--- config.mk ---
export PLATFORM = sky130hd
export DESIGN_NAME = tagged_demultiplexer
export DESIGN_NICKNAME = d
export VERILOG_FILES = /design/src/rtl/tagged_demultiplexer_pkg.sv /design/src/rtl/tagged_demultiplexer_output_slot.sv /design/src/rtl/tagged_demultiplexer.sv
export SDC_FILE = /design/constraint.sdc
export NUM_CORES = 1
export LEC_CHECK = 0
export BUFFER_PORTS_ARGS = -buffer_cell sky130_fd_sc_hd__buf_4
export CORE_AREA = 2 2 67 69
export DETAILED_ROUTE_END_ITERATION = 10
export DIE_AREA = 0 0 69 71
export PLACE_DENSITY = 0.75
export SLEW_MARGIN = 20
export SYNTH_ARGS = -nofsm -noshare
export SYNTH_HDL_FRONTEND = slang
export SYNTH_SLANG_ARGS = --single-unit
--- constraint.sdc ---
create_clock -name clk -period 1.5 [get_ports clk]
set_input_delay 0.075 -clock clk [delete_from_list [all_inputs] [get_ports clk]]
set_output_delay 0.075 -clock clk [all_outputs]
set_load 0.01 [all_outputs]
--- src/rtl/tagged_demultiplexer_pkg.sv ---
// Shared stream-fabric definitions: last-marker handling modes and the demux FSM state.
package tagged_demultiplexer_pkg;

    localparam int LAST_BROADCAST = 0;
    localparam int LAST_FORWARD   = 1;

    typedef enum logic [0:0] {
        DEMUX_PASS  = 1'b0,
        DEMUX_BCAST = 1'b1
    } demux_state_e;

endpackage

--- src/rtl/tagged_demultiplexer_output_slot.sv ---
// One-entry output register: loads only when free, holds its contents while valid && !ready.
module tagged_demultiplexer_output_slot #(
    parameter int DATA_WIDTH = 8
) (
    input  logic                  clk,
    input  logic                  rst_n,
    input  logic                  load_i,
    input  logic [DATA_WIDTH-1:0] data_i,
    input  logic                  keep_i,
    input  logic                  last_i,
    input  logic                  ready_i,
    output logic                  free_o,
    output logic                  valid_o,
    output logic [DATA_WIDTH-1:0] data_o,
    output logic                  keep_o,
    output logic                  last_o
);

    logic                  valid_q, valid_d;
    logic [DATA_WIDTH-1:0] data_q, data_d;
    logic                  keep_q, keep_d;
    logic                  last_q, last_d;

    assign free_o = !valid_q || ready_i;

    always_comb begin
        valid_d = valid_q;
        data_d  = data_q;
        keep_d  = keep_q;
        last_d  = last_q;
        if (load_i && free_o) begin
            valid_d = 1'b1;
            data_d  = data_i;
            keep_d  = keep_i;
            last_d  = last_i;
        end else if (ready_i) begin
            valid_d = 1'b0;
        end else begin
            valid_d = valid_q;
        end
    end

    always_ff @(posedge clk) begin
        if (!rst_n) begin
            valid_q <= 1'b0;
            data_q  <= '0;
            keep_q  <= 1'b0;
            last_q  <= 1'b0;
        end else begin
            valid_q <= valid_d;
            data_q  <= data_d;
            keep_q  <= keep_d;
            last_q  <= last_d;
        end
    end

    assign valid_o = valid_q;
    assign data_o  = data_q;
    assign keep_o  = keep_q;
    assign last_o  = last_q;

endmodule

--- src/rtl/tagged_demultiplexer.sv ---
// Steers each tagged input beat to the output selected by its tag, optionally broadcasting last.
// Optional out-of-range drop counter enabled by TAGGED_DEMUX_DROP_CNT_EN.
module tagged_demultiplexer
    import tagged_demultiplexer_pkg::*;
#(
    parameter int DATA_WIDTH    = 8,
    parameter int NUM_OUTPUTS   = 4,
    parameter int TAG_WIDTH     = 2,
    parameter int LAST_HANDLING = LAST_FORWARD,
    parameter int FILTER_KEEP   = 1
) (
    input  logic                                  clk,
    input  logic                                  rst_n,
    input  logic [DATA_WIDTH-1:0]                 in_data_i,
    input  logic                                  in_keep_i,
    input  logic                                  in_last_i,
    input  logic [TAG_WIDTH-1:0]                  in_tag_i,
    input  logic                                  in_valid_i,
    output logic                                  in_ready_o,
    output logic [NUM_OUTPUTS-1:0][DATA_WIDTH-1:0] out_data_o,
    output logic [NUM_OUTPUTS-1:0]                out_keep_o,
    output logic [NUM_OUTPUTS-1:0]                out_last_o,
    output logic [NUM_OUTPUTS-1:0]                out_valid_o,
    input  logic [NUM_OUTPUTS-1:0]                out_ready_i
`ifdef TAGGED_DEMUX_DROP_CNT_EN
    ,
    output logic [31:0]                           drop_cnt_o
`endif
);

    demux_state_e           state_q, state_d;
    logic [NUM_OUTPUTS-1:0] pending_q, pending_d;
    logic [NUM_OUTPUTS-1:0] free_s;
    logic [NUM_OUTPUTS-1:0] tag_hit_s;
    logic [NUM_OUTPUTS-1:0] load_s;
    logic                   tag_in_range_s;
    logic                   filtered_s;
    logic                   accept_s;
    logic [DATA_WIDTH-1:0]  slot_data_s;
    logic                   slot_keep_s;
    logic                   slot_last_s;

    // An out-of-range tag decodes to an all-zero hit vector.
    always_comb begin
        tag_hit_s = '0;
        for (int i = 0; i < NUM_OUTPUTS; i++) begin
            tag_hit_s[i] = (in_tag_i == TAG_WIDTH'(i));
        end
    end

    assign tag_in_range_s = |tag_hit_s;
    assign filtered_s     = (FILTER_KEEP != 0) && !in_keep_i;

    always_comb begin
        state_d     = state_q;
        pending_d   = pending_q;
        load_s      = '0;
        in_ready_o  = 1'b0;
        accept_s    = 1'b0;
        slot_data_s = in_data_i;
        slot_keep_s = in_keep_i;
        slot_last_s = in_last_i;
        case (state_q)
            DEMUX_PASS: begin
                if (tag_in_range_s) begin
                    in_ready_o = |(tag_hit_s & free_s);
                end else begin
                    in_ready_o = 1'b1;
                end
                accept_s = in_valid_i && in_ready_o;
                if (accept_s && tag_in_range_s && !filtered_s) begin
                    load_s = tag_hit_s;
                end else begin
                    load_s = '0;
                end
                // Filtered or dropped last beats still owe a marker to every output.
                if (accept_s && in_last_i && (LAST_HANDLING == LAST_BROADCAST)) begin
                    pending_d = {NUM_OUTPUTS{1'b1}} & ~load_s;
                    if (pending_d != '0) begin
                        state_d = DEMUX_BCAST;
                    end else begin
                        state_d = DEMUX_PASS;
                    end
                end else begin
                    pending_d = pending_q;
                    state_d   = DEMUX_PASS;
                end
            end
            DEMUX_BCAST: begin
                slot_data_s = '0;
                slot_keep_s = 1'b0;
                slot_last_s = 1'b1;
                load_s      = pending_q & free_s;
                pending_d   = pending_q & ~free_s;
                if (pending_d == '0) begin
                    state_d = DEMUX_PASS;
                end else begin
                    state_d = DEMUX_BCAST;
                end
            end
            default: begin
                state_d   = DEMUX_PASS;
                pending_d = '0;
            end
        endcase
    end

    always_ff @(posedge clk) begin
        if (!rst_n) begin
            state_q   <= DEMUX_PASS;
            pending_q <= '0;
        end else begin
            state_q   <= state_d;
            pending_q <= pending_d;
        end
    end

    for (genvar g = 0; g < NUM_OUTPUTS; g++) begin : g_slot
        tagged_demultiplexer_output_slot #(
            .DATA_WIDTH (DATA_WIDTH)
        ) u_slot (
            .clk     (clk),
            .rst_n   (rst_n),
            .load_i  (load_s[g]),
            .data_i  (slot_data_s),
            .keep_i  (slot_keep_s),
            .last_i  (slot_last_s),
            .ready_i (out_ready_i[g]),
            .free_o  (free_s[g]),
            .valid_o (out_valid_o[g]),
            .data_o  (out_data_o[g]),
            .keep_o  (out_keep_o[g]),
            .last_o  (out_last_o[g])
        );
    end

`ifdef TAGGED_DEMUX_DROP_CNT_EN
    logic [31:0] drop_cnt_q, drop_cnt_d;

    always_comb begin
        drop_cnt_d = drop_cnt_q;
        if (accept_s && !tag_in_range_s && (drop_cnt_q != 32'hFFFF_FFFF)) begin
            drop_cnt_d = drop_cnt_q + 32'd1;
        end else begin
            drop_cnt_d = drop_cnt_q;
        end
    end

    always_ff @(posedge clk) begin
        if (!rst_n) begin
            drop_cnt_q <= 32'd0;
        end else begin
            drop_cnt_q <= drop_cnt_d;
        end
    end

    assign drop_cnt_o = drop_cnt_q;
`endif

endmodule

* Word-level counts from Yosys, hierarchy flattened
Cells that the tools add are included.
** Word-level totals
- Register bits after elaboration :: 49
- Input port bits :: 19
- Word-level logic and storage cells :: 68
- Output and inout bits :: 45
** Operators by class
- Bitwise gates (word level) :: 5
- Equal/unequal tests :: 3
- Reductions and logical operators :: 23
- Multiplexer cells :: 19
** Operator list (count)
- $mux W1 :: 14
- $and A4 B4 Y4 :: 3
- $mux W4 :: 2
- $mux W8 :: 1
- $pmux W4 S2 :: 1
- $reduce_bool A2 Y1 :: 4
- $reduce_or A4 Y1 :: 2
- $logic_and A1 B1 Y1 :: 7
- $eq A2 B2 Y1 const B :: 2
- $logic_not A1 Y1 :: 4
- $logic_not A4 Y1 :: 1
- $logic_or A1 B1 Y1 :: 4
- $not A4 Y4 :: 1
- $eq A2 B1 Y1 const B :: 1
- $logic_not A2 Y1 :: 1
- $pmux W1 S2 :: 1
- $not A1 Y1 :: 1

* Longest topological paths before layout
Gate-level depths: netlist of run 1.
- Depth after elaboration :: 13
- Mapped depth :: 5
- Gate-level depth less buffers :: 4

* Modules after synthesis
Synthesis of run 1 repeated with hierarchy kept, for this count alone.
** Second synthesis, totals
- Cell total of the unflattened synthesis :: 239
- Area, all modules :: 2157.1 um^2
** Modules (own cells, without submodules)
- tagged_demultiplexer_output_slot :: area each 449.2 um^2, cells each 48, instances 4, sequential area each 220.2 um^2
- tagged_demultiplexer :: area each 360.3 um^2, cells each 47, instances 1, sequential area each 100.1 um^2

* Worst setup path before layout of run 1
Ideal clock, no wire load.
- Path kind :: register -> register
- Start point :: register state_q
- End point :: register g_slot[1].u_slot.last_q
- Library setup time :: 72 ps
- Period minus slack after synthesis :: 1178 ps
- Slack :: 322 ps
- Buffers on the path :: 1
- Data arrival time :: 1106 ps
- Cell stages (with the launch flop) :: 6
- Required time :: 1428 ps
- Cells stage by stage :: dfxtp_1 -> nor2_1 -> nand4_1 -> o21ai_2 -> buf_6 -> mux2i_1
** On the way
- Longest elaborated chain between the ends :: 3
- Elaborated cells between the ends (all ways) :: 4
- Classes of those cells :: mux (2); bitwise (1); reduce/logical (1)
** RTL lines
- start, declared :: line tagged_demultiplexer.sv:31 : demux_state_e state_q, state_d;
- start signal, assigned :: line tagged_demultiplexer.sv:113 : state_q <= state_d;
- $not A1 Y1
- $pmux W4 S2 :: line tagged_demultiplexer.sv:63 : case (state_q)
- $logic_and A1 B1 Y1 :: line tagged_demultiplexer_output_slot.sv:31 : if (load_i && free_o) begin
- end signal, assigned :: line tagged_demultiplexer_output_slot.sv:53 : last_q <= last_d;
- end, declared :: line tagged_demultiplexer_output_slot.sv:22 : logic last_q, last_d;
Several ways; a longest one is shown, not always the timed one.
A chain may end at the register's enable or synchronous reset.

* Final worst setup path of run 1
- Start point :: register g_slot[3].u_slot.valid_q
- End point :: output in_ready_o
** On the way
- Longest elaborated chain between the ends :: 7
** RTL lines
- start, declared :: line tagged_demultiplexer_output_slot.sv:19 : logic valid_q, valid_d;
- start signal, assigned :: line tagged_demultiplexer_output_slot.sv:50 : valid_q <= valid_d;
- $logic_not A1 Y1 :: line tagged_demultiplexer_output_slot.sv:24 : assign free_o = !valid_q || ready_i;
- $logic_or A1 B1 Y1 :: line tagged_demultiplexer_output_slot.sv:24
- $and A4 B4 Y4 :: line tagged_demultiplexer.sv:66 : in_ready_o = |(tag_hit_s & free_s);
- $reduce_or A4 Y1 :: line tagged_demultiplexer.sv:66
- $mux W1 :: line tagged_demultiplexer.sv:65 : if (tag_in_range_s) begin
- $mux W1 (2 in a row) :: line tagged_demultiplexer.sv:63
- end, declared :: line tagged_demultiplexer.sv:19 : output logic in_ready_o,
No other way between the ends. The select of a mux whose other input is x is not followed.

==> results.sh, run 1 <==
export IMPL_synth_top_family_by_area="multiplexers"
export IMPL_synth_compound_area_share_pct=5.88
export IMPL_drt_iter0_markers=78
export IMPL_holdWs_ns=0.0664
export IMPL_met3_length_um=248
export IMPL_post_synth_xor_area_fraction_pct=0
export IMPL_crit_chain="nor2b_4 > mux4_2 > nor2_2 > buf_4"
export IMPL_synth_avg_cell_area_sq_um=10.0
export IMPL_start_kind="flop"
export IMPL_num_vias=1605
export IMPL_drive_gt1_share_pct=37.4
export IMPL_grt_pass1_wl_mm=7.29
export IMPL_wire_per_inst_um=14.2
export IMPL_cts_hold_buf=0
export IMPL_die_height_um=71
export IMPL_grt_pass1_vias=1525
export IMPL_power_leakage_uw=0.00112
export IMPL_cts_root_buf="clkbuf_8"
export IMPL_post_drt_via_cell_ratio=5.06
export IMPL_clkLatencyLatePin_ns=0.31
export IMPL_place_congestion=0.846
export IMPL_syn_num_nets=223
export IMPL_synthSimpleGateAreaFrac_pct=17.7
export IMPL_r2r_end="g_slot[1].u_slot.data_o[4]"
export IMPL_portBuffers=63
export IMPL_min_period_over_period_pct=101
export IMPL_cpPeakStageDelay_ns=0.47
export IMPL_synthMuxAreaShare_pct=18.7
export IMPL_worst_path_max_delay_cell="mux4_2"
export IMPL_dr_pass1_iters=4
export IMPL_critPathCaptureType="output port"
export IMPL_vdd_ir_drop_max_uv=468
export IMPL_ant_nets=0
export IMPL_startpoint="g_slot[3].u_slot.valid_o"
export IMPL_synthAdderAreaFrac_pct=0
export IMPL_maxCapViolations=0
export IMPL_finalHoldViolCount=0
export IMPL_wirelength_met1_mm=2.01
export IMPL_worstReg2RegStart="state_q"
export IMPL_setup_slack_ns=-0.0140
export IMPL_wl_met2_mm=2.17
export IMPL_status="complete, but fails checks"
export IMPL_crit_family="multiplexers"
export IMPL_clock_skew_ns=0.00518
export IMPL_powerDensity_nw_per_um2=971
export IMPL_clock_sinks=49
export IMPL_reg2regPathDepth=5
export IMPL_htree_levels=2
export IMPL_final_nets=283
export IMPL_cts_tree="built"
export IMPL_placed_area_sq_um=2440
export IMPL_rows=24
export IMPL_relSlewSlack_pct=68.6
export IMPL_clk_path_buf_depth=2
export IMPL_wl_mm=4.51
export IMPL_io_pins=64
export IMPL_setup_viol=1
export IMPL_holdCritStartpoint="rst_n"
export IMPL_fin_area_sq_um=2620
export IMPL_timing_final_crit_period_ns=1.51
export IMPL_overflow=0
export IMPL_worst_pin_slew_ns=0.467
export IMPL_highest_layer="met4"
export IMPL_holdPathStages=3
export IMPL_syn_to_final_growth_pct=28.3
export IMPL_yosysUniqueCellTypes=27
export IMPL_pre_cts_ws_ns=0.0576
export IMPL_reg2reg_slack_ns=0.12
export IMPL_yosysWarningCount=0
export IMPL_clk_pin_slew_ns=0.09
export IMPL_cts_buffers=5
export IMPL_final_util_pct=62.4
export IMPL_grt_max_degree=20
export IMPL_min_to="g_slot[2].u_slot.keep_o"
export IMPL_ys_top_cells_by_area="dfxtp_1, mux2i_1, nand2_1, buf_4, clkbuf_8"
export IMPL_cp_buffers_inverters=1
export IMPL_synth_largest_area_cell="dfxtp_1"
export IMPL_dieArea_sq_um=4900
export IMPL_crit_path_max_fanout=2
export IMPL_drcViolationCount=0
export IMPL_core_area_sq_um=4200
export IMPL_cp_required_ns=1.42
export IMPL_violations="negative setup slack"
export IMPL_tns_ns=-0.0140
export IMPL_fillCellCount=365
export IMPL_track_usage_pct=18.8
export IMPL_syn_area_sq_um=2040
export IMPL_worstPathArrival_ns=1.44
export IMPL_synth_seq_cells=49
export IMPL_ys_seq_area_share_pct=48.0
export IMPL_dp_hpwl_mm=3.18
export IMPL_rsz0062_at_grt="yes"
export IMPL_die_w_um=69
export IMPL_critPathKind="reg -> out"
export IMPL_fmax_mhz=661
export IMPL_syn_inst=204
export IMPL_initial_utilization_pct=48.6
export IMPL_hold_path_class="in -> reg"
export IMPL_netlist_area_leader_share_pct=48.0
export IMPL_diodes=0
export IMPL_slew_viol_final=0
export IMPL_antenna_found_initial=0
[area by class of cell]
cell class              count  area, sq um  share of cell area (%)
inverters                   2         7.51                   0.286
flip-flops and latches     49          987                    37.6
multi-input cells         132          891                    34.0
clock inverters             1         30.0                    1.15
clock buffers               7         86.3                    3.29
repair buffers             74          556                    21.2
well taps                  52         65.1                    2.48
[metal layers]
| metal | up-vias | track usage (%) |
|---|---|---|
| met5 | - | 0 |
| met4 | 0 | 6.54 |
| met3 | 6 | 6.41 |
| met2 | 48 | 29.7 |
| met1 | 758 | 24.2 |
| li1 | 793 | - |
[report_power, final]
group	total (uW)	switching, uW	internal [uW]
clock network	978	435	544
registers	1340	14.5	1330
logic	225	114	111
[cell usage after synthesis]
library cell	number
o21ai_0	1
a31oi_1	5
a21oi_1	6
or2b_1	1
nand2_2	3
dfxtp_1	49
nand3_1	5
nand2_4	1
a22oi_1	2
o21ai_1	2
nand2_1	49
and3b_1	1
buf_4	13
mux2i_1	36
nor2_4	1
buf_6	3
mux4_2	1
nor2b_4	2
o211a_1	2
nor2_1	5
clkbuf_1	1
nor2b_1	3
nand4_1	2
clkbuf_8	4
inv_1	2
o21ai_2	1
nand2b_1	3
[stage by stage]
step / instances / total power [uW]
finish: 317 / 2550
CTS: 317 / 2560
global route: 317 / 2640
detailed placement: 304 / 1590
floorplan: 204 / 1500
global placement: 304 / 1590
[timing repair]
action	4_1_cts	5_1_grt
resized for setup	11	1
buffers inserted	5	0
endpoints found under the setup margin	1	37
pin swaps	1	1
[sequential cells by signal, indices dropped and copies added (netlist names)]
register               flops
g_slot.u_slot.data_o      32
g_slot.u_slot.keep_o       4
g_slot.u_slot.last_o       4
g_slot.u_slot.valid_o      4
pending_q                  4
state_q                    1
[worst register-to-register path, cell delays in order, from the launching register on]
cell and delay (ns):
dfxtp_2 0.40, nor2_1 0.16, nand4_1 0.17, o21ai_2 0.14, buf_4 0.21, mux2i_1 0.22
[logic make-up after synthesis]
logic type	count (synthesis)
simple gates	76
compound gates	19
mux	37
buf+inv	23
flops	49
[how the worst max path moves through the flow]
stage | end | slack, ns | cells after the start
after floorplan | g_slot[1].u_slot.last_o | 0.32 | 5
after global placement | g_slot[1].u_slot.data_o[3] | 0.11 | 5
after detailed placement | g_slot[1].u_slot.data_o[4] | 0.06 | 5
after CTS | in_ready_o | -0.05 | 4
after global routing | in_ready_o | -0.06 | 4
final | in_ready_o | -0.01 | 4
[placed cells by master, fill, tap and decap left out, drive strengths merged]
cell    count
a22oi       2
o211a       2
mux2i      36
clkbuf      7
nor2b       5
nand4       2
o21ai       4
mux4        1
a31oi       5
nand2b      3
nor2        6
buf        74
inv         2
or2b        1
nand2      53
and3b       1
dfxtp      49
bufinv      1
nand3       5
a21oi       6
No activity file was read; power rests on OpenSTA's default activity.
==> run 2: changes to the inputs <==
- CORE_AREA: 2 2 67 69 -> 2 2 65 67
- DIE_AREA: 0 0 69 71 -> 0 0 67 69
- PLACE_DENSITY: 0.75 -> 0.8
- clock period: 1.5 -> 2 ns (I/O delays scaled with it)
==> results.sh, run 2 (synthesis results as in run 1) <==
export IMPL_status="complete, no violations"
export IMPL_io_pins=64
export IMPL_cts_tree="built"
export IMPL_post_drt_via_cell_ratio=5.15
export IMPL_holdCritStartpoint="in_data_i[3]"
export IMPL_dieArea_sq_um=4620
export IMPL_core_area_sq_um=3910
export IMPL_drive_gt1_share_pct=32.6
export IMPL_min_period_over_period_pct=83.7
export IMPL_slew_viol_final=0
export IMPL_final_nets=276
export IMPL_crit_path_max_fanout=14
export IMPL_place_inst=300
export IMPL_overflow=0
export IMPL_ant_nets=0
export IMPL_clock_skew_ns=0.00334
export IMPL_die_height_um=69
export IMPL_timing_final_crit_period_ns=1.67
export IMPL_layoutNonFillerInstCount=308
export IMPL_layout_common_cells="buf_4, nand2_1, dfxtp_1"
export IMPL_hold_path_class="in -> reg"
export IMPL_clk_pin_slew_ns=0.09
export IMPL_grt_pass1_vias=1522
export IMPL_min_to="g_slot[2].u_slot.data_o[3]"
export IMPL_reg2reg_slack_ns=0.33
export IMPL_p_int_uw=1570
export IMPL_worst_path_max_delay_cell="dfxtp_1"
export IMPL_clkLatencyLatePin_ns=0.30
export IMPL_grt_pass1_wl_mm=7.42
export IMPL_clock_sinks=49
export IMPL_combinationalPowerShare_pct=8.1
export IMPL_cp_required_ns=2.23
export IMPL_worstReg2RegStart="state_q"
export IMPL_largest_register_ffs=32
export IMPL_cts_root_buf="clkbuf_8"
export IMPL_drcViolationCount=0
export IMPL_r2r_end="g_slot[1].u_slot.data_o[5]"
export IMPL_maxCapViolations=0
export IMPL_startpoint="state_q"
export IMPL_antenna_found_initial=0
export IMPL_htree_levels=2
export IMPL_critPathCaptureType="flop"
export IMPL_cp_buffers_inverters=1
export IMPL_power_switching_uw=414
export IMPL_power_leakage_uw=0.00109
export IMPL_vdd_ir_drop_max_uv=533
export IMPL_reg2regPathDepth=5
export IMPL_wl_mm=4.49
export IMPL_powerDensity_nw_per_um2=777
export IMPL_grt_max_degree=30
export IMPL_holdPathStages=3
export IMPL_tns_ns=0
export IMPL_cts_hold_buf=0
export IMPL_rsz0062_at_grt="no"
export IMPL_dr_pass1_iters=4
export IMPL_setup_viol=0
export IMPL_drt_iter0_markers=77
export IMPL_seqPwrFrac_pct=50.8
export IMPL_clk_path_buf_depth=2
export IMPL_fmax_mhz=598
export IMPL_start_kind="flop"
export IMPL_num_vias=1586
export IMPL_relSlewSlack_pct=60.3
export IMPL_post_cts_resized=0
export IMPL_place_congestion=0.766
export IMPL_crit_family="flip-flops"
export IMPL_clkPwrFrac_pct=41.2
export IMPL_post_cts_setup_buffer_count=0
export IMPL_worstPathArrival_ns=1.90
export IMPL_track_usage_pct=20.7
export IMPL_p_sw_share_pct=20.9
export IMPL_initial_utilization_pct=52.2
export IMPL_worst_pin_slew_ns=0.595
export IMPL_syn_to_final_growth_pct=24.9
export IMPL_rows=23
export IMPL_portBuffers=63
export IMPL_critPathKind="reg -> reg"
export IMPL_diodes=0
export IMPL_die_w_um=67
export IMPL_wire_per_inst_um=14.6
export IMPL_cts_buffers=5
export IMPL_cpPeakStageDelay_ns=0.51
export IMPL_layout_commonest_cell="buf_4"
export IMPL_crit_chain="nor2_1 > nand4_1 > o21ai_2 > buf_4 > mux2i_1"
export IMPL_finalHoldViolCount=0
export IMPL_dp_hpwl_mm=3.16
run 2: cell types whose count changed in the layout (fill, tap and decap cells not counted), sizes merged:
cell	previous run	this run
bufinv	1	2
buf	74	67
clkinv	0	1
clkbuf	7	5
run 2: worst max-delay path by stage:
stage / endpoint / cells past startpoint / slack [ns]
CTS: g_slot[1].u_slot.data_o[5] / 5 / 0.37
floorplan: g_slot[1].u_slot.last_o / 5 / 0.82
global route: g_slot[1].u_slot.data_o[5] / 5 / 0.24
global placement: g_slot[1].u_slot.data_o[5] / 5 / 0.50
finish: g_slot[1].u_slot.data_o[5] / 5 / 0.33
detailed placement: g_slot[1].u_slot.data_o[5] / 5 / 0.43
run 2: power groups by stage:
stage | Clock [uW] | Combinational (uW) | Sequential [uW]
after floorplan | 0 | 91.1 | 1030
after global routing | 864 | 174 | 1010
final | 817 | 160 | 1010
after global placement | 0 | 157 | 1030
after CTS | 830 | 161 | 1010
after detailed placement | 0 | 160 | 1030
run 2: worst min-delay path: stages:
cell and delay [ns]:
buf_4 0.08, nand2_2 0.07, mux2i_1 0.12
run 2: cell type report:
cell class / count / area, sq um
Inverter: 2 / 7.51
Sequential cell: 49 / 981
Tap cell: 50 / 62.6
Clock buffer: 5 / 68.8
Timing Repair Buffer: 67 / 503
Multi-Input combinational cell: 132 / 866
Clock inverter: 3 / 65.1
Fill cell: 349 / 1360
run 2: layer usage:
metal	routed length [um]	vias to the layer above	share of wire (%)	global-route usage, %
li1	-	776	-	-
met3	243	5	5.4	5.06
met1	1880	754	42	27.4
met5	0	-	0	0
met4	46	0	1.0	4.76
met2	2320	51	52	33.9
run 2: through the flow:
stage	total power (uW)	util (%)	worst slack [ns]	hold slack (ns)	instance area, sq um
2_1_floorplan	1130	-	0.822	0.271	2040
3_3_place_gp	1190	61.8	0.504	0.401	2420
3_5_place_dp	1190	61.8	0.427	0.417	2420
4_1_cts	2000	65.2	0.367	0.102	2550
5_1_grt	2050	65.2	0.240	0.111	2550
6_report	1980	65.2	0.327	0.105	2550
